$ cat config.mk
export PLATFORM = sky130hd
export DESIGN_NAME = edge_pulse_multi
export DESIGN_NICKNAME = d
export VERILOG_FILES = /design/src/rtl/edge_pulse_pkg.sv /design/src/rtl/edge_pulse_chan.sv /design/src/rtl/edge_pulse_multi.sv
export SDC_FILE = /design/constraint.sdc
export NUM_CORES = 1
export LEC_CHECK = 0
export BUFFER_PORTS_ARGS = -buffer_cell sky130_fd_sc_hd__buf_4
export CORE_MARGIN = 8
export CORE_UTILIZATION = 40
export CTS_BUF_LIST = sky130_fd_sc_hd__clkbuf_2 sky130_fd_sc_hd__clkbuf_4 sky130_fd_sc_hd__clkbuf_8
export DETAILED_ROUTE_END_ITERATION = 10
export GPL_ROUTABILITY_DRIVEN = 0
export PLACE_DENSITY = 0.73
export REMOVE_ABC_BUFFERS = 1
export SETUP_SLACK_MARGIN = 0.15
export SLEW_MARGIN = 20
export SYNTH_ARGS = -nofsm -noshare
export SYNTH_HDL_FRONTEND = slang
export SYNTH_HIERARCHICAL = 1
export SYNTH_SLANG_ARGS = --single-unit
$ cat constraint.sdc
create_clock -name clk -period 1 [get_ports clk]
set_input_delay 0 -clock clk [delete_from_list [all_inputs] [get_ports clk]]
set_output_delay 0 -clock clk [all_outputs]
set_load 0.02 [all_outputs]
$ cat src/rtl/edge_pulse_pkg.sv
// Shared definitions for the multi-channel edge-to-pulse generator:
// edge mode encodings and the event counter width.
package edge_pulse_pkg;

  typedef enum logic [1:0] {
    MODE_OFF  = 2'b00,
    MODE_RISE = 2'b01,
    MODE_FALL = 2'b10,
    MODE_BOTH = 2'b11
  } edge_mode_e;

  localparam int unsigned CNT_W = 8;

endpackage

$ cat src/rtl/edge_pulse_chan.sv
// One channel: synchroniser, debounce filter, edge qualify, retriggerable pulse.
// With EDGE_PULSE_CNT_EN defined, also a saturating count of qualified events.
module edge_pulse_chan
  import edge_pulse_pkg::*;
#(
  parameter int SYNC_STAGES = 2,
  parameter int DEBOUNCE    = 1,
  parameter int PULSE_LEN   = 1
) (
  input  logic             clk,
  input  logic             reset,
  input  logic             in,
  input  logic [1:0]       mode,
  output logic             level,
  output logic             out
`ifdef EDGE_PULSE_CNT_EN
  ,
  input  logic             cnt_clr,
  output logic [CNT_W-1:0] cnt
`endif
);

  localparam int DW = $clog2(DEBOUNCE + 1);
  localparam int PW = $clog2(PULSE_LEN + 1);
  localparam logic [DW-1:0] DB_LAST = DW'(DEBOUNCE - 1);
  localparam logic [PW-1:0] P_LOAD  = PW'(PULSE_LEN);

  logic [SYNC_STAGES-1:0] sync;
  logic                   s;
  logic [DW-1:0]          dcnt;
  logic [PW-1:0]          pcnt;
  logic                   accept;
  logic                   rise_en;
  logic                   fall_en;
  logic                   qual;
  edge_mode_e             m;

  always_ff @(posedge clk) begin
    if (reset) begin
      sync <= '0;
    end else begin
      sync[0] <= in;
      for (int unsigned i = 1; i < SYNC_STAGES; i++) sync[i] <= sync[i-1];
    end
  end

  assign s = sync[SYNC_STAGES-1];

  // The edge is recognised on the same clock edge that level is updated.
  always_comb begin
    m       = edge_mode_e'(mode);
    rise_en = (m == MODE_RISE) || (m == MODE_BOTH);
    fall_en = (m == MODE_FALL) || (m == MODE_BOTH);
    accept  = (s != level) && (dcnt == DB_LAST);
    qual    = accept && (s ? rise_en : fall_en);
  end

  always_ff @(posedge clk) begin
    if (reset) begin
      level <= 1'b0;
      dcnt  <= '0;
    end else if (s == level) begin
      dcnt  <= '0;
    end else if (dcnt == DB_LAST) begin
      level <= s;
      dcnt  <= '0;
    end else begin
      dcnt  <= dcnt + DW'(1);
    end
  end

  // Reload on every qualified event so overlapping events stretch the pulse.
  always_ff @(posedge clk) begin
    if (reset) begin
      pcnt <= '0;
      out  <= 1'b0;
    end else if (qual) begin
      pcnt <= P_LOAD;
      out  <= 1'b1;
    end else if (pcnt != '0) begin
      out  <= (pcnt > PW'(1));
      pcnt <= pcnt - PW'(1);
    end else begin
      out  <= 1'b0;
    end
  end

`ifdef EDGE_PULSE_CNT_EN
  always_ff @(posedge clk) begin
    if (reset || cnt_clr) begin
      cnt <= '0;
    end else if (qual && (cnt != '1)) begin
      cnt <= cnt + CNT_W'(1);
    end
  end
`endif

endmodule

$ cat src/rtl/edge_pulse_multi.sv
// Multi-channel edge-to-pulse generator; slices the buses onto per-channel units.
// Define EDGE_PULSE_CNT_EN to add cnt_clr/cnt per-channel event counters.
module edge_pulse_multi
  import edge_pulse_pkg::*;
#(
  parameter int CHANNELS    = 4,
  parameter int SYNC_STAGES = 2,
  parameter int DEBOUNCE    = 1,
  parameter int PULSE_LEN   = 1
) (
  input  logic                      clk,
  input  logic                      reset,
  input  logic [CHANNELS-1:0]       in,
  input  logic [2*CHANNELS-1:0]     mode,
  output logic [CHANNELS-1:0]       level,
  output logic [CHANNELS-1:0]       out
`ifdef EDGE_PULSE_CNT_EN
  ,
  input  logic                      cnt_clr,
  output logic [CNT_W*CHANNELS-1:0] cnt
`endif
);

  for (genvar i = 0; i < CHANNELS; i++) begin : g_chan
    edge_pulse_chan #(
      .SYNC_STAGES(SYNC_STAGES),
      .DEBOUNCE   (DEBOUNCE),
      .PULSE_LEN  (PULSE_LEN)
    ) u_chan (
      .clk    (clk),
      .reset  (reset),
      .in     (in[i]),
      .mode   (mode[2*i+1:2*i]),
      .level  (level[i]),
      .out    (out[i])
`ifdef EDGE_PULSE_CNT_EN
      ,
      .cnt_clr(cnt_clr),
      .cnt    (cnt[CNT_W*i +: CNT_W])
`endif
    );
  end

endmodule

---- Yosys cells after proc, flatten, opt, wreduce, memory -nomap -nowiden ----
Index checks and enable logic that the tools add are counted.
cells by class
  reductions and logical operators ........ 24
  $lt $le $gt $ge ......................... 4
  bitwise operators ....................... 8
  equality and inequality tests ........... 20
  muxes and demuxes ....................... 20
  $add $sub $neg .......................... 8
operator list
  kind                 number
  $mux 1               20
  $eq 2x2->1 const B   8
  $reduce_or 3->1      4
  $eq 2x1->1 const B   4
  $logic_and 1x1->1    8
  $logic_or 1x1->1     8
  $not 1->1            8
  $reduce_and 2->1     4
  $add 1x1->1 const B  4
  $eq 1x1->1           4
  $gt 1x1->1 const B   4
  $ne 1x1->1           4
  $sub 1x1->1 const B  4
storage, ports and cells
  logic and storage cells ................. 104
  input port bits ......................... 14
  register bits after elaboration ......... 24
  output and inout port bits .............. 8

---- Depth between registers and ports, before layout ----
Gate-level depths: netlist of the first run.
  word-level depth ........................ 5
  depth in mapped cells ................... 2
  depth with buffers taken out ............ 2

---- Cells and area by module ----
Netlist of the first run, hierarchy kept.
by module, submodules not included
  module           area an instance (um2)  seq. area each (um2)  cells an instance  times used
  edge_pulse_chan  157.7                   100.1                 13                 4

---- Least setup slack after synthesis of the first run ----
No wires, ideal clock.
  path type ............................... reg-to-reg
  from .................................... register g_chan[0].u_chan.level
  to ...................................... register g_chan[0].u_chan.out
  arrival time ............................ 756 ps
  path slack .............................. 165 ps
  cell stages (with the launch flop) ...... 3
  setup time .............................. 79 ps
  buffers on the path ..................... 0
  data required time ...................... 921 ps
  cells stage by stage .................... dfxtp_1 -> nand3b_1 -> a211oi_2
between the ends
  word-level cells in the longest chain between the ends .. 4
ends and longest elaborated chain
  element                 line                   RTL
  start, declared         edge_pulse_chan.sv:14  output logic level,
  start signal, assigned  edge_pulse_chan.sv:65  level <= s;
  $ne 1x1->1              edge_pulse_chan.sv:54  accept = (s != level) && (dcnt == DB_LAST);
  $logic_and 1x1->1       edge_pulse_chan.sv:54
  $logic_and 1x1->1       edge_pulse_chan.sv:55  qual = accept && (s ? rise_en : fall_en);
  $mux 1                  edge_pulse_chan.sv:77  end else if (qual) begin
  end signal, assigned    edge_pulse_chan.sv:81  out <= (pcnt > PW'(1));
  end, declared           edge_pulse_chan.sv:15  output logic out
No other way between the ends.
A chain may end at the register's enable or synchronous reset.

---- Worst setup path in the final report of the first run ----
  from .................................... register g_chan[1].u_chan.sync[1]
  to ...................................... register g_chan[1].u_chan.out
between the ends
  word-level cells in the longest chain between the ends .. 4
  elaborated cells between the ends (all ways) .. 5
ends and longest elaborated chain
  element                 line                   RTL
  start, declared         edge_pulse_chan.sv:28  logic [SYNC_STAGES-1:0] sync;
  start signal, assigned  edge_pulse_chan.sv:40  sync <= '0;
  $ne 1x1->1              edge_pulse_chan.sv:54
  $logic_and 1x1->1       edge_pulse_chan.sv:54
  $logic_and 1x1->1 (*)   edge_pulse_chan.sv:55
  $mux 1 (*)              edge_pulse_chan.sv:77
  end signal, assigned    edge_pulse_chan.sv:81
  end, declared           edge_pulse_chan.sv:15
Every way passes the cells marked *; elsewhere a longest branch is shown, timed or not.

==> results of run 1 <==
-- cells by family (layout without fill, tap and decap cells) --
family / Yosys count / after routing / synth area share
DFF: 20 / 20 / 0.635
and+or+nand+nor: 20 / 20 / 0.198
other: 4 / 4 / 0.0238
AOI/OAI and AO/OA: 4 / 4 / 0.0794
muxes: 4 / 4 / 0.0635
buffers and inverters: 0 / 38 / 0
-- worst max-delay path: stages, from the launching register on --
cell and delay, ps:
dfxtp_1 340, nand3b_1 170, a211oi_2 210
-- synthesized netlist by cell type (all sizes together) --
cell type  number  share of area
a211oi          4          0.079
conb            4          0.024
dfxtp          20           0.63
mux2i           4          0.063
nand3b          8          0.095
nor2            4          0.024
nor2b           8          0.079
-- layer usage --
metal | GRT usage | vias to the layer above | part of all wire
li1 | - | 246 | -
met1 | 0.0803 | 212 | 0.42
met2 | 0.122 | 17 | 0.47
met3 | 0.0434 | 0 | 0.11
met4 | 0.0423 | 0 | 0
met5 | 0 | - | 0
-- power groups by stage --
stage | Clock [mW] | Combinational, mW | Sequential [mW]
CTS | 0.465 | 0.137 | 0.844
floorplan | 0 | 0.0279 | 0.866
detailed placement | 0 | 0.0965 | 0.862
global placement | 0 | 0.0945 | 0.861
finish | 0.441 | 0.137 | 0.844
global route | 0.501 | 0.148 | 0.848
-- state kept, by name (all words and copies together) (netlist names) --
name and cells:
g_chan.u_chan/level 4, g_chan.u_chan/out 4, g_chan.u_chan/sync 8, g_chan.u_chan/dcnt 4
-- final cells by class --
class / count / area (um^2) / share of cell area
multi-input cells: 32 / 230 / 0.235
repair buffers: 34 / 288 / 0.294
well taps: 16 / 20.0 / 0.0204
flip-flops and latches: 20 / 405 / 0.414
clock buffers: 4 / 36.3 / 0.0370
-- metrics by stage --
stage	utilization	instance area [um^2]
floorplan	-	631
global placement	0.543	808
detailed placement	0.543	808
CTS	0.655	976
global route	0.658	980
finish	0.658	980
-- what timing repair did --
action	4_1_cts	5_1_grt
resized for setup	1	3
setup endpoints to repair	1	3
hold buffers	13	0
cloned	0	0
endpoints found under the hold margin	8	0
buffers inserted	0	0
-- worst min path at each step --
stage	from	end	slack [ps]	cells past startpoint
after floorplan	reset	g_chan[0].u_chan/out	60	1
after global placement	in[1]	g_chan[1].u_chan/sync[0]	210	2
after detailed placement	in[2]	g_chan[2].u_chan/sync[0]	220	2
after CTS	in[2]	g_chan[2].u_chan/sync[0]	450	3
after global routing	g_chan[1].u_chan/sync[0]	g_chan[1].u_chan/sync[1]	460	1
final	g_chan[1].u_chan/sync[0]	g_chan[1].u_chan/sync[1]	450	1
==> summary.txt, run 1 <==
Status
  – Run status: finished, final reports clean

Power and ir drop
  – Pwr Density: 1450 mW/mm^2
  – Switching portion of total power: 0.198
  – Sequential cell fraction of total power: 0.594
  – Internal power of the cells: 1.14 mW
  – Net switching power: 0.281 mW
  – Logic pwr share: 0.096
  – Leak pwr: 0.420 nW
  – VDD IR max: 1.02 mV
  – Power after layout: 1.42 mW
  – Clock share of power: 0.310

Worst setup path
  – CP Max Fanout: 3
  – Slack of the worst reg-to-reg path: 210 ps
  – Critical Path Source Type: register
  – Type of destination of the critical path: register
  – Endpoint of the worst register-to-register path: g_chan[1].u_chan/out
  – Launching point of the worst reg2reg path: g_chan[1].u_chan/sync[1]
  – Worst Setup Path Type: register to register
  – Launching instance or port of the critical path: g_chan[1].u_chan/sync[1]
  – Arrival time worst endpoint: 1010 ps
  – Endpoint of the worst setup timing path: g_chan[1].u_chan/out
  – Worst Reg2Reg Path Length in Cells: 2
  – Data required time at the worst endpoint: 1220 ps

Place
  – Total placed cells including tap cells: 89
  – Count of input and output buffers: 21
  – Place WS: 229 ps

Detailed routing
  – Detailed Routing Iterations Pass 1: 1
  – Routed wirelength normalized by instance count: 11.0 um
  – Final WL: 1170 um
  – Detail Route Antenna Nets: 0
  – Detail-routed via count per cell: 4.48
  – 1st-iter DRT viols: 0
  – Number of remaining DRC errors: 0
  – Total via count in the routed design: 475

Floorplanning
  – Horiz. Die Dim: 55.7 um
  – Y dimension of the die: 55.7 um
  – Number of ports placed on the die boundary: 22
  – Effective utilization at floorplan: 0.424
  – Standard-cell row count: 14
  – Placeable core area: 0.00149 mm^2
  – Die area: 0.00310 mm^2

Synth
  – Number of storage elements in the synthesis netlist: 20
  – Post-Syn Area per Cell: 12.1 um^2
  – Netlist area before placement: 631 um^2
  – Syn. warnings: 6
  – Number of cells produced by synthesis: 52
  – Post-synthesis cell type count: 7
  – Post-synthesis sequential area ratio: 0.635

Timing
  – Min Hold Slack: 448 ps
  – Tcrit/Tclk final: 0.788
  – Maximum clock rate: 1270 MHz
  – Final sum of negative setup slack: 0 ps
  – Setup-violating endpoint count in the final report: 0
  – Final critical-path setup slack: 212 ps
  – RSZ-0062 raised after global routing: false
  – Layout Skew: 3.29 ps
  – Max Slew Vio Count: 0
  – Final critical-path required period: 788 ps
  – Fin. Hold Viols: 0

Clock network
  – CTS Buffer Depth: 2
  – Level count of the clock H-tree: 1
  – TritonCTS clock tree: done
  – Worst-Skew Late Latency: 290 ps
  – Register clock-pin slew on the reported worst setup and hold paths: 100 ps
  – Root buf cell: clkbuf_4
  – Number of buffers created by CTS: 3
  – Number of clock sinks: 20

Cells and area
  – Fraction of layout instances using a drive strength above 1: 0.367
  – Fill cells: 126
  – # diodes: 0
  – Signed area change from the synthesized netlist to the final layout: 55.4%
  – Commonest non-fill, non-tap cell in the layout: buf_4
  – Final instance count without filler cells: 106
  – Net count of the finished layout: 105
  – Commonest cells after routing, fill and taps aside: buf_4 (21), dfxtp_1 (16), dlygate4sd3_1 (13)

Global route
  – Vias in the first global route: 460
  – Initial antenna violation count: 0
  – Overflow after GRT: 0
  – First-pass GRT wire length: 1960 um
  – Overall routing resource usage: 0.0777
  – Largest net degree at the start of global routing: 17

Run
  – Max-cap violations: 0

Worst hold path
  – Worst hold-check path type: register to register
Power figures use the tool's default switching activity.
==> run 2, diff against run 1 <==
--- a/config.mk
+++ b/config.mk
@@ -5,13 +5,14 @@
 export SDC_FILE = /design/constraint.sdc
 export NUM_CORES = 1
 export LEC_CHECK = 0
+export ABC_AREA = 1
 export BUFFER_PORTS_ARGS = -buffer_cell sky130_fd_sc_hd__buf_4
 export CORE_MARGIN = 8
 export CORE_UTILIZATION = 40
 export CTS_BUF_LIST = sky130_fd_sc_hd__clkbuf_2 sky130_fd_sc_hd__clkbuf_4 sky130_fd_sc_hd__clkbuf_8
 export DETAILED_ROUTE_END_ITERATION = 10
 export GPL_ROUTABILITY_DRIVEN = 0
-export PLACE_DENSITY = 0.73
+export PLACE_DENSITY = 0.72
 export REMOVE_ABC_BUFFERS = 1
 export SETUP_SLACK_MARGIN = 0.15
 export SLEW_MARGIN = 20
==> constraint.sdc (replaced) <==
create_clock -name clk -period 0.8 [get_ports clk]
set_input_delay 0 -clock clk [delete_from_list [all_inputs] [get_ports clk]]
set_output_delay 0 -clock clk [all_outputs]
set_load 0.02 [all_outputs]
==> run 2 against run 1 <==
The flow now finishes with violations (hold timing). First-iteration DRC count up 5. Register-to-register slack lost 120 ps. Core utilization shrank 3.9 points. Combinational power is 69% higher. Worst hold slack lost 490 ps. Via count is 29% higher. Non-clock buffer count shrank 8. Wire length up 14%. Synthesized cell count grew 92%. Area after synthesis rose by 14%. Flip-flop and latch count is the same. Sequential power rose by 28%. Critical path type is now register to primary output. Largest cell class unchanged. Highest routed layer is now met4.
==> summary.txt, run 2 <==
Clock network
  – Level count of the clock H-tree: 1 (unchanged)
  – Worst-Skew Late Latency: 280 ps (about the same)
  – TritonCTS clock tree: done
  – CTS Hold Buffers Added: 4 (-9)
  – Number of buffers created by CTS: 3 (unchanged)
  – Number of clock sinks: 20 (unchanged)
  – CTS Buffer Depth: 2 (unchanged)
  – Register clock-pin slew on the reported worst setup and hold paths: 100 ps (about the same)
  – Root buf cell: clkbuf_4

Timing
  – Max Slew Vio Count: 0 (unchanged)
  – Final critical-path setup slack: 41.3 ps (-170 ps)
  – Tcrit/Tclk final: 0.948
  – RSZ-0062 raised after global routing: true
  – Final critical-path required period: 759 ps
  – Maximum clock rate: 1320 MHz
  – Min Hold Slack: -44.7 ps (-493 ps)
  – Setup-violating endpoint count in the final report: 0 (unchanged)
  – Layout Skew: 0.618 ps (-2.67 ps)
  – Fin. Hold Viols: 8 (+8)

Place
  – Count of input and output buffers: 21 (unchanged)
  – Dpl hpwl: 986 um
  – Place WS: 112 ps (-118 ps)

Detailed routing
  – Total via count in the routed design: 611 (+29%)
  – Detail Route Antenna Nets: 0 (unchanged)
  – 1st-iter DRT viols: 5 (+5)
  – Number of remaining DRC errors: 0 (unchanged)
  – Final WL: 1330 um (+14%)
  – Routed wirelength normalized by instance count: 8.63 um (-22%)
  – Detailed Routing Iterations Pass 1: 3 (+2)
  – Detail-routed via count per cell: 3.97 (-11%)

Cells and area
  – Biggest register: g_chan.u_chan/sync
  – Max reg flops: 8 (unchanged)
  – Commonest non-fill, non-tap cell in the layout: inv_1
  – # diodes: 0 (unchanged)
  – Net count of the finished layout: 145 (+38%)
  – Signed area change from the synthesized netlist to the final layout: 46.7%
  – Fraction of layout instances using a drive strength above 1: 0.395 (+0.0287)
  – Commonest cells after routing, fill and taps aside: inv_1 (28), nand2_1 (14), buf_4 (14)

Status
  – Violations in the final reports: hold timing
  – Run status: finished with violations

Power and ir drop
  – Leak pwr: 0.552 nW (+31%)
  – Pwr Density: 1660 mW/mm^2 (+14%)
  – VDD IR max: 1.65 mV (+61%)

Global route
  – Vias in the first global route: 577 (+25%)
  – Initial antenna violation count: 0 (unchanged)
  – Largest net degree at the start of global routing: 13 (-4)
  – First-pass GRT wire length: 2140 um (+9.2%)
  – Overflow after GRT: 0 (unchanged)
  – Overall routing resource usage: 0.0784 (+0.000734)

Synth
  – Synth area leaders: dfxtp_1 (56%), inv_1 (15%), nand2_1 (8.3%), nor2_1 (6.3%), nand3_1 (5.6%)
  – Most frequent cell after synthesis: inv_1
  – Primary flip-flop cell chosen by synthesis mapping: dfxtp_1
  – EDFF count, synth: 0 (unchanged)
  – Portion of netlist area occupied by mux cells: 0 (-0.0635)
  – Main combinational cell family by area after synthesis: simple AND/OR/NAND/NOR gates
  – Number of cells produced by synthesis: 100 (+92%)
  – Number of storage elements in the synthesis netlist: 20 (unchanged)
  – Syn. warnings: 6 (unchanged)
  – Netlist area before placement: 721 um^2 (+14%)
  – Post-Syn Area per Cell: 7.21 um^2 (-41%)
  – Post-synthesis sequential area ratio: 0.556 (-0.0794)
  – Xor/xnor share of the synthesized area: 0 (unchanged)
  – Async set-or-reset flop fraction in the synthesized netlist: 0 (unchanged)
  – Proportion of netlist area held by the largest area contributor: 0.556 (-0.0794)
  – Most frequent cells after synthesis: inv_1 (28), dfxtp_1 (20), nand2_1 (16), nor2_1 (12), nand3_1 (8)
  – Post-synthesis cell type count: 9 (+2)
  – Complex-gate fraction of the synthesized area: 0.0556 (-0.0238)
  – Synthesized-area fraction occupied by and/or/nand/nor cells: 0.201 (+0.00298)
  – Arithmetic-cell share of the synthesized area counting full adders, half adders and majority gates: 0 (unchanged)
  – Area leader, netlist: dfxtp_1

Run
  – Max-cap violations: 0 (unchanged)

Floorplanning
  – Effective utilization at floorplan: 0.422 (-0.00155)
  – Die area: 0.00342 mm^2 (+10%)
  – Horiz. Die Dim: 58.4 um (+4.9%)
  – Standard-cell row count: 15 (+1)
  – Placeable core area: 0.00171 mm^2 (+15%)
  – Number of ports placed on the die boundary: 22 (unchanged)
  – Y dimension of the die: 58.4 um (+4.9%)

Worst setup path
  – Arrival time worst endpoint: 760 ps (-250 ps)
  – Type of destination of the critical path: primary output
  – Buffering stage count on the worst path with inverters included: 1 (+1)
  – Data required time at the worst endpoint: 800 ps (-420 ps)
  – Critical Path Stages: 1 (-1)
  – Slack of the worst reg-to-reg path: 90 ps (-120 ps)
  – CP Max Fanout: 3 (unchanged)
  – Worst Setup Path Type: register to primary output
  – Critical Path Source Type: register
  – Worst Reg2Reg Path Length in Cells: 4 (+2)
  – Cells traversed along the worst timing path: buf_6
  – Slowest-stage cell, CP: dfxtp_2
  – Kind of cell adding the most delay to the critical path: flip-flops
  – Max incr delay on CP: 360 ps (+20 ps)

Worst hold path
  – Worst hold-check path type: primary input to register
  – Hold Path Depth: 2 (+1)
run 2: logic make-up after synthesis:
| logic type | after synthesis |
|---|---|
| buf+inv | 32 |
| other cells | 4 |
| compound gates | 8 |
| simple gates | 36 |
| flops | 20 |
run 2: per-layer routing:
metal,vias up,share of wire,track usage
met1,262,0.41,0.0832
met4,0,0.011,0.0315
met3,2,0.050,0.0261
li1,337,-,-
met5,-,0,0
met2,10,0.53,0.139
run 2: power breakdown:
part           leakage [nW]  switching (mW)  internal, mW
registers             0.171          0.0352          1.04
logic                 0.367           0.104         0.128
clock network        0.0138           0.265         0.174
run 2: layout make-up:
type                            instances  area [um^2]
Clock buffer                            3         22.5
Tap cell                               25         31.3
Sequential cell                        20          424
Timing Repair Buffer                   26          235
Fill cell                             152          651
Inverter                               32          120
Multi-Input combinational cell         48          224
run 2: metrics by stage:
step / TNS [ps] / cell area (um^2) / cells / utilization / power (mW)
global route: -2.47 / 1060 / 154 / 0.619 / 1.86
detailed placement: 0 / 910 / 146 / 0.533 / 1.28
finish: 0 / 1060 / 154 / 0.619 / 1.75
global placement: 0 / 910 / 146 / 0.533 / 1.28
CTS: 0 / 1020 / 153 / 0.596 / 1.75
floorplan: 0 / 721 / 100 / - / 1.19
run 2: timing repair:
| action | in CTS | in global routing |
|---|---|---|
| endpoints found under the setup margin | 16 | 16 |
| pin swaps | 3 | 6 |
| buffers inserted | 0 | 1 |
| endpoints found under the hold margin | 8 | 8 |
| resized for setup | 24 | 12 |
run 2: worst register-to-register path: stages, from the launching register on:
cell     delay [ps]
dfxtp_2         350
buf_4           130
nand2_2          40
nand3_1          70
nor2_1           70
run 2: worst paths after layout:
| check | startpoint | to |
|---|---|---|
| max reg2reg | g_chan[0].u_chan/level | g_chan[0].u_chan/out |
| min | reset | g_chan[0].u_chan/sync[1] |
| max | g_chan[3].u_chan/level | level[3] |
| min reg2reg | g_chan[2].u_chan/sync[0] | g_chan[2].u_chan/sync[1] |
